--- config.mk ---
export PLATFORM = sky130hd
export DESIGN_NAME = fpu_arbiter
export DESIGN_NICKNAME = d
export VERILOG_FILES = /design/src/rtl/fpu_arbiter.sv
export SDC_FILE = /design/constraint.sdc
export NUM_CORES = 1
export LEC_CHECK = 0
export CORE_AREA = 2 2 160 162
export CTS_CLUSTER_SIZE = 40
export DETAILED_ROUTE_END_ITERATION = 10
export DIE_AREA = 0 0 162 164
export GPL_TIMING_DRIVEN = 0
export HOLD_SLACK_MARGIN = 0.03
export PLACE_DENSITY_LB_ADDON = 0.2
export SLEW_MARGIN = 20
export SYNTH_ARGS = -nofsm -noshare
export SYNTH_HDL_FRONTEND = slang
export SYNTH_SLANG_ARGS = --single-unit
--- constraint.sdc ---
create_clock -name clk -period 3.6 [get_ports clk]
set_clock_uncertainty 0.1 [all_clocks]
set_input_delay 1.08 -clock clk [delete_from_list [all_inputs] [get_ports clk]]
set_output_delay 1.08 -clock clk [all_outputs]
set_load 0.02 [all_outputs]
--- src/rtl/fpu_arbiter.sv ---
// fpu_arbiter: round-robin arbiter that shares one multi-cycle fpu among NREQ requesters,
// holding operands for LAT cycles and returning each result with a one-cycle pulse.
module fpu_arbiter #(
  parameter int NREQ = 4,
  parameter int LAT = 2
) (
  input  logic                 clk,
  input  logic                 rst,
  input  logic [NREQ-1:0]      req_valid,
  output logic [NREQ-1:0]      req_ready,
  input  logic [32*NREQ-1:0]   req_a,
  input  logic [32*NREQ-1:0]   req_b,
  input  logic [2*NREQ-1:0]    req_op,
  output logic [31:0]          fpu_a,
  output logic [31:0]          fpu_b,
  output logic [1:0]           fpu_opcode,
  input  logic [31:0]          fpu_o,
  output logic [NREQ-1:0]      rsp_valid,
  output logic [31:0]          rsp_data,
  output logic                 busy
);
  localparam int PW = $clog2(NREQ);
  localparam int CW = LAT > 1 ? $clog2(LAT) : 1;
  typedef enum logic [1:0] {IDLE, BUSY, RESP} state_t;
  state_t state, nxt;
  logic [PW-1:0] ptr, owner, g;
  logic [CW-1:0] cnt;
  logic found;
  logic [PW+4:0] sel_w;
  logic [PW:0] sel_op;
  // first valid requester at or above ptr, wrapping
  always_comb begin
    found = 1'b0;
    g = '0;
    for (int k = 0; k < NREQ; k++) begin
      if (!found && req_valid[PW'((int'(ptr) + k) % NREQ)]) begin
        found = 1'b1;
        g = PW'((int'(ptr) + k) % NREQ);
      end
    end
  end
  assign sel_w = {g, 5'd0};
  assign sel_op = {g, 1'b0};
  assign busy = state != IDLE;
  always_comb begin
    nxt = (state == IDLE) ? (found ? BUSY : IDLE) :
          (state == BUSY) ? ((cnt == '0) ? RESP : BUSY) : IDLE;
    req_ready = (state == IDLE && found && !rst) ? NREQ'(1) << g : '0;
  end
  always_ff @(posedge clk) begin
    if (rst) begin
      state      <= IDLE;
      ptr        <= '0;
      owner      <= '0;
      cnt        <= '0;
      fpu_a      <= '0;
      fpu_b      <= '0;
      fpu_opcode <= '0;
      rsp_data   <= '0;
      rsp_valid  <= '0;
    end else begin
      state <= nxt;
      if (state == IDLE && found) begin
        fpu_a      <= req_a[sel_w +: 32];
        fpu_b      <= req_b[sel_w +: 32];
        fpu_opcode <= req_op[sel_op +: 2];
        owner      <= g;
        ptr        <= PW'((int'(g) + 1) % NREQ);
        cnt        <= CW'(LAT - 1);
      end
      if (state == BUSY) begin
        if (cnt != '0) cnt <= cnt - 1'b1;
        else begin
          rsp_data  <= fpu_o;
          rsp_valid <= NREQ'(1) << owner;
        end
      end
      if (state == RESP) rsp_valid <= '0;
    end
  end
endmodule
Word-level counts from Yosys, hierarchy flattened. Cells that the tools add are included. W data, S select, Z words.

Word-level logic and storage cells: 67. Output and inout bits: 107. Input port bits: 302. Flip-flop bits (word level): 109.

Shift operators: 5. Order comparisons: 4. Reductions and logical operators: 13. $add $sub $neg: 5. Muxes and demuxes: 28. Bitwise logic cells: 1. Equal/unequal tests: 2.

Operator list (count): $shiftx A128 B8 Y32 (2); $lt A2 B4 Y1 const B (4); $mux W1 (16); $mux W2 (7); $bmux W1 S2 (4); $shiftx A8 B4 Y2 (1); $shl A1 B2 Y4 const A (2); $logic_and A1 B1 Y1 (5); $add A2 B1 Y2 const B (2); $add A2 B2 Y2 const B (2); $logic_not A1 Y1 (4); $mux W4 (1); $eq A2 B1 Y1 const B (1); $eq A2 B2 Y1 const B (1); $logic_not A2 Y1 (1); $reduce_and A2 Y1 (1); $reduce_bool A2 Y1 (1); $reduce_or A2 Y1 (1); $not A1 Y1 (1); $sub A1 B1 Y1 const B (1).

Longest topological paths before layout.
Depth in word-level cells: 17. Gate-level depth with buffers: 7. Mapped depth without buffers: 4.

Least setup slack after synthesis. Ideal clock, no wire load.

Kind: input to output. From: in req_valid[0]. To: out req_ready[2]. Arrival time: 2518 ps. Stages on the path: 6. Path slack: -98 ps. Required time: 2420 ps. Cells stage by stage: buf_6 > or3_4 > o311ai_4 > buf_2 > nand2_1 > nor3_1.

Cells in the longest elaborated chain, start to end: 16. Elaborated cells on any way between the ends: 30. Classes of those cells: 1 x shift; 21 x mux; 8 x reduce/logical.

RTL lines: start: declaration (line 9) `input logic [NREQ-1:0] req_valid,`; $bmux W1 S2 (line 36) `if (!found && req_valid[PW'((int'(ptr) + k) % NREQ)]) begin`; $mux W1 (implied by the code) (2 in series) (line 36); $mux W1 (line 36); $logic_not A1 Y1 (line 36); $logic_and A1 B1 Y1 (line 36); $mux W1 (line 36); $logic_not A1 Y1 (line 36); $logic_and A1 B1 Y1 (line 36); $mux W1 (line 36); $logic_not A1 Y1 (line 36); $logic_and A1 B1 Y1 (line 36); $mux W1 (line 36); $logic_and A1 B1 Y1 (2 in series) (line 48) `req_ready = (state == IDLE && found && !rst) ? NREQ'(1) << g : '0;`; $mux W4 (*) (line 48); end: declaration (line 10) `output logic [NREQ-1:0] req_ready,`.

Every way passes the cells marked *; elsewhere a longest branch is shown, timed or not. The select of a mux whose other input is x is not followed.

Final worst setup path.
From: in req_valid[3]. To: out req_ready[0].

Same word-level chain as after synthesis.

==> flow_summary.html <==
<table>
<tr><th>Metric</th><th>Value</th></tr>
<tr><th colspan="2">Run status</th></tr>
<tr><td>Outcome</td><td>complete, no violations</td></tr>
<tr><th colspan="2">Timing</th></tr>
<tr><td>Max-slew violation total from the final report</td><td>0</td></tr>
<tr><td>Final critical-path required period</td><td>~3.5 ns</td></tr>
<tr><td>Measured slew at the worst slew-check pin</td><td>between 0.6 and 0.7 ns</td></tr>
<tr><td>Worst max-slew margin expressed relative to the limit</td><td>53.2%</td></tr>
<tr><td>Number of hold violations in the final report</td><td>0</td></tr>
<tr><td>Period Utilization, post-route</td><td>96.9%</td></tr>
<tr><td>Unrepaired setup endpoints after global routing</td><td>no</td></tr>
<tr><td>Maximum clock frequency</td><td>287 MHz</td></tr>
<tr><td>Final Setup Violations</td><td>0</td></tr>
<tr><th colspan="2">Worst setup path</th></tr>
<tr><td>Endpoint kind of the worst setup timing path</td><td>output port</td></tr>
<tr><td>Reg-to-Reg Start</td><td>ptr[1]</td></tr>
<tr><td>Worst flop-to-flop path endpoint</td><td>fpu_a[17]</td></tr>
<tr><td>Largest fanout of any net on the critical path</td><td>10</td></tr>
<tr><td>Setup slack of the worst register-to-register path</td><td>1.18 ns</td></tr>
<tr><td>Critical path launch point type</td><td>primary input</td></tr>
<tr><td>Critical path data arrival time</td><td>about 2.3 ns</td></tr>
<tr><td>Number of cell instances on the worst register-to-register path</td><td>9</td></tr>
<tr><td>WS Path Type</td><td>primary input to output port</td></tr>
<tr><td>Required time at the endpoint of the critical path</td><td>about 2.4 ns</td></tr>
<tr><th colspan="2">Floorplan</th></tr>
<tr><td>Vert. Die Dim</td><td>164 um</td></tr>
<tr><td>Area of the die</td><td>approximately 27000 sq um</td></tr>
<tr><td>Effective utilization at floorplan</td><td>26.3%</td></tr>
<tr><td>Standard-cell rows</td><td>58</td></tr>
<tr><td>Standard cell core area</td><td>24800 sq um</td></tr>
<tr><td>Die width</td><td>162 um</td></tr>
<tr><td>Ports placed on the boundary</td><td>409</td></tr>
<tr><th colspan="2">CTS</th></tr>
<tr><td>Clock latency reported for the late side of the worst-skew pair</td><td>0.36 ns</td></tr>
<tr><td>Clock buffer count from CTS</td><td>9</td></tr>
<tr><td>Number of H-tree branching levels</td><td>3</td></tr>
<tr><td>Clock tree from TritonCTS</td><td>done</td></tr>
<tr><td>Clock root cell</td><td>clkbuf_16</td></tr>
<tr><td>CTS hold repair buffers</td><td>0</td></tr>
<tr><td>Buffer depth of the longest clock path</td><td>2</td></tr>
<tr><td>Clock slew at the register clock pins of the worst setup and hold paths</td><td>0.08 ns</td></tr>
<tr><td>Sinks on Clock Net</td><td>between 100 and 150</td></tr>
<tr><th colspan="2">Cells and area</th></tr>
<tr><td>Proportion of layout cells with a drive suffix above 1</td><td>between 8 and 9%</td></tr>
<tr><td>Final Util</td><td>~47%</td></tr>
<tr><td>Post-synthesis to final-layout area growth</td><td>78.7%</td></tr>
<tr><td>Net total in the final layout</td><td>roughly 1600</td></tr>
<tr><td>Final cell count without fillers</td><td>~1600</td></tr>
<tr><th colspan="2">Synthesis</th></tr>
<tr><td>Synth cell count leaders</td><td>a211oi_1 (198), nand2_1 (136), dfxtp_1 (109)</td></tr>
<tr><td>Summed instance area of the synthesized netlist</td><td>around 6500 sq um</td></tr>
<tr><td>Number of warnings printed during yosys synthesis</td><td>0</td></tr>
<tr><td>Mapped Avg Cell Area</td><td>7.72 sq um</td></tr>
<tr><td>Post-synthesis cell type count</td><td>43</td></tr>
<tr><td>Sequential share of the synthesized area</td><td>33.5%</td></tr>
<tr><td>Fraction of post-synthesis cell area in the top cell type by area</td><td>33.5%</td></tr>
<tr><td>Flop and latch count out of synthesis</td><td>approximately 110</td></tr>
<tr><td>Proportion of synthesized flip-flops having asynchronous set or reset</td><td>0%</td></tr>
<tr><td>Most frequent cell after synthesis</td><td>a211oi_1</td></tr>
<tr><td>Most area-consuming cells after synthesis</td><td>dfxtp_1 (33%), a211oi_1 (23%), a32oi_1 (8.9%), nand2_1 (7.8%), and3_1 (6.4%)</td></tr>
<tr><td>Top flip-flop cell by instance count after synthesis</td><td>dfxtp_1</td></tr>
<tr><td>Number of flops mapped to enable cells by yosys</td><td>0</td></tr>
<tr><td>Count of mapped cells out of synthesis</td><td>844</td></tr>
<tr><td>Post-synthesis net count</td><td>1146</td></tr>
<tr><td>Biggest area consumer among synthesized cells</td><td>dfxtp_1</td></tr>
<tr><th colspan="2">Place</th></tr>
<tr><td>Dpl cells</td><td>1580</td></tr>
<tr><td>Number of port buffers</td><td>just over 400</td></tr>
<tr><td>Last weighted congestion value of the routability-driven placer</td><td>0.860</td></tr>
<tr><td>HPWL Detailed</td><td>24.7 mm</td></tr>
<tr><th colspan="2">Routing</th></tr>
<tr><td>First drt pass iteration count</td><td>5</td></tr>
<tr><td>Detailed-route vias per instance</td><td>5.10</td></tr>
<tr><td>DRC errors left</td><td>0</td></tr>
<tr><td>Overall routed net length</td><td>32.4 mm</td></tr>
<tr><td>Post-route ant nets</td><td>0</td></tr>
<tr><td>Total vias in the final route</td><td>8266</td></tr>
<tr><td>Per-cell routed wire length</td><td>20.0 um</td></tr>
<tr><td>Violation count after the first detailed-routing iteration</td><td>between 300 and 400</td></tr>
<tr><th colspan="2">Job</th></tr>
<tr><td>Max_cap viols</td><td>0</td></tr>
<tr><th colspan="2">GRT</th></tr>
<tr><td>GR Util All Layers</td><td>23.4%</td></tr>
<tr><td>Number of global-route vias before repair</td><td>8243</td></tr>
<tr><td>Initial antenna violation count</td><td>1</td></tr>
<tr><td>Pin count of the biggest net entering global routing</td><td>25</td></tr>
<tr><td>First-pass GRT wire length</td><td>47.5 mm</td></tr>
<tr><td>Global route total overflow</td><td>0</td></tr>
<tr><th colspan="2">Power</th></tr>
<tr><td>Leakage Power</td><td>0.00433 uW</td></tr>
<tr><td>Max IR drop VDD</td><td>225 uV</td></tr>
<tr><td>Power per unit of standard cell area</td><td>400 nW/um^2</td></tr>
<tr><th colspan="2">Worst hold path</th></tr>
<tr><td>Hold Path Sink</td><td>rsp_data[25]</td></tr>
<tr><td>Worst hold stages</td><td>2</td></tr>
<tr><td>Hold path start</td><td>rsp_data[25]</td></tr>
<tr><td>Worst min-delay path category</td><td>flip-flop to flip-flop</td></tr>
</table>
==> per-layer routing <==
layer  part of all wire [%]  vias to the layer above  global-route usage [%]
met2                     48                      315                    40.3
met4                    2.3                        0                    7.04
met5                      0                        -                       0
li1                       -                     4078                       -
met3                    7.0                       44                    5.30
met1                     42                     3829                    29.0
==> power breakdown <==
group	switching [uW]	internal, uW
Clock	583	517
Combinational	1110	983
Sequential	93.7	1370
Total	1790	2870
==> kinds of logic after synthesis <==
kind of cell	share of synthesized area, %
buffers and inverters	8.14
flip-flops	33.5
AND/OR/NAND/NOR	21.4
AO/OA/AOI/OAI	37.0
==> critical path, stage by stage <==
cell    delay, ns
buf_2        0.12
buf_12       0.14
nor4_4       0.30
buf_4        0.17
nor2_4       0.05
buf_6        0.14
and3_1       0.15
buf_2        0.16
==> state kept, by name, indices dropped and copies added, names as in the netlist <==
signal      flops
ptr             2
fpu_a          32
rsp_data       32
fpu_b          32
state           2
fpu_opcode      2
owner           2
rsp_valid       4
cnt             1
==> metrics by stage <==
| step | cell area, sq um | total power, uW | setup slack, ns | TNS (ns) | hold WS [ns] |
|---|---|---|---|---|---|
| after floorplan | 6530 | 2500 | 0.0196 | 0 | 0.371 |
| after global placement | 11000 | 3490 | -1.36 | -4.82 | 0.342 |
| after detailed placement | 11000 | 3500 | -1.38 | -4.91 | 0.346 |
| after CTS | 11600 | 4690 | 0.0135 | 0 | 0.360 |
| after global routing | 11600 | 4920 | 0.00356 | 0 | 0.378 |
| final | 11600 | 4660 | 0.111 | 0 | 0.357 |
==> worst max-delay path by stage <==
stage | startpoint | end | cells past startpoint
5_1_grt | ptr[0] | req_ready[1] | 7
6_report | req_valid[3] | req_ready[0] | 8
3_5_place_dp | req_valid[3] | req_ready[0] | 7
4_1_cts | req_valid[1] | req_ready[2] | 7
3_3_place_gp | req_valid[2] | req_ready[0] | 7
2_1_floorplan | req_valid[2] | req_ready[1] | 7
==> what timing repair did <==
action	CTS	global route
resized for setup	68	4
endpoints found under the setup margin	4	4
buffers inserted	24	2
pin swaps	7	3
==> cell type report <==
cell class	instances	area, sq um
diodes	1	2.50
plain buffers	107	611
clock buffers	9	225
clock inverters	7	98.8
fillers	2531	13200
inverters	3	15.0
multi-input cells	622	3850
flip-flops and latches	109	2180
well taps	330	413
repair buffers	432	4240
==> layout by cell type, fill, tap and decap left out, types with 3 or more instances in the layout <==
| master | n |
|---|---|
| a32oi_1 | 66 |
| dfxtp_1 | 109 |
| nor2b_1 | 5 |
| a21oi_1 | 40 |
| buf_2 | 18 |
| buf_8 | 4 |
| clkdlybuf4s50_1 | 399 |
| a211oi_1 | 198 |
| clkbuf_1 | 60 |
| buf_4 | 31 |
| and3_1 | 67 |
| nand2_1 | 136 |
| inv_8 | 3 |
| nor3_1 | 3 |
| buf_6 | 13 |
| clkbuf_16 | 9 |
| nor3_2 | 3 |
| clkbuf_2 | 9 |
| nor2_1 | 73 |
Note: power is estimated with default switching activity, not from simulation.
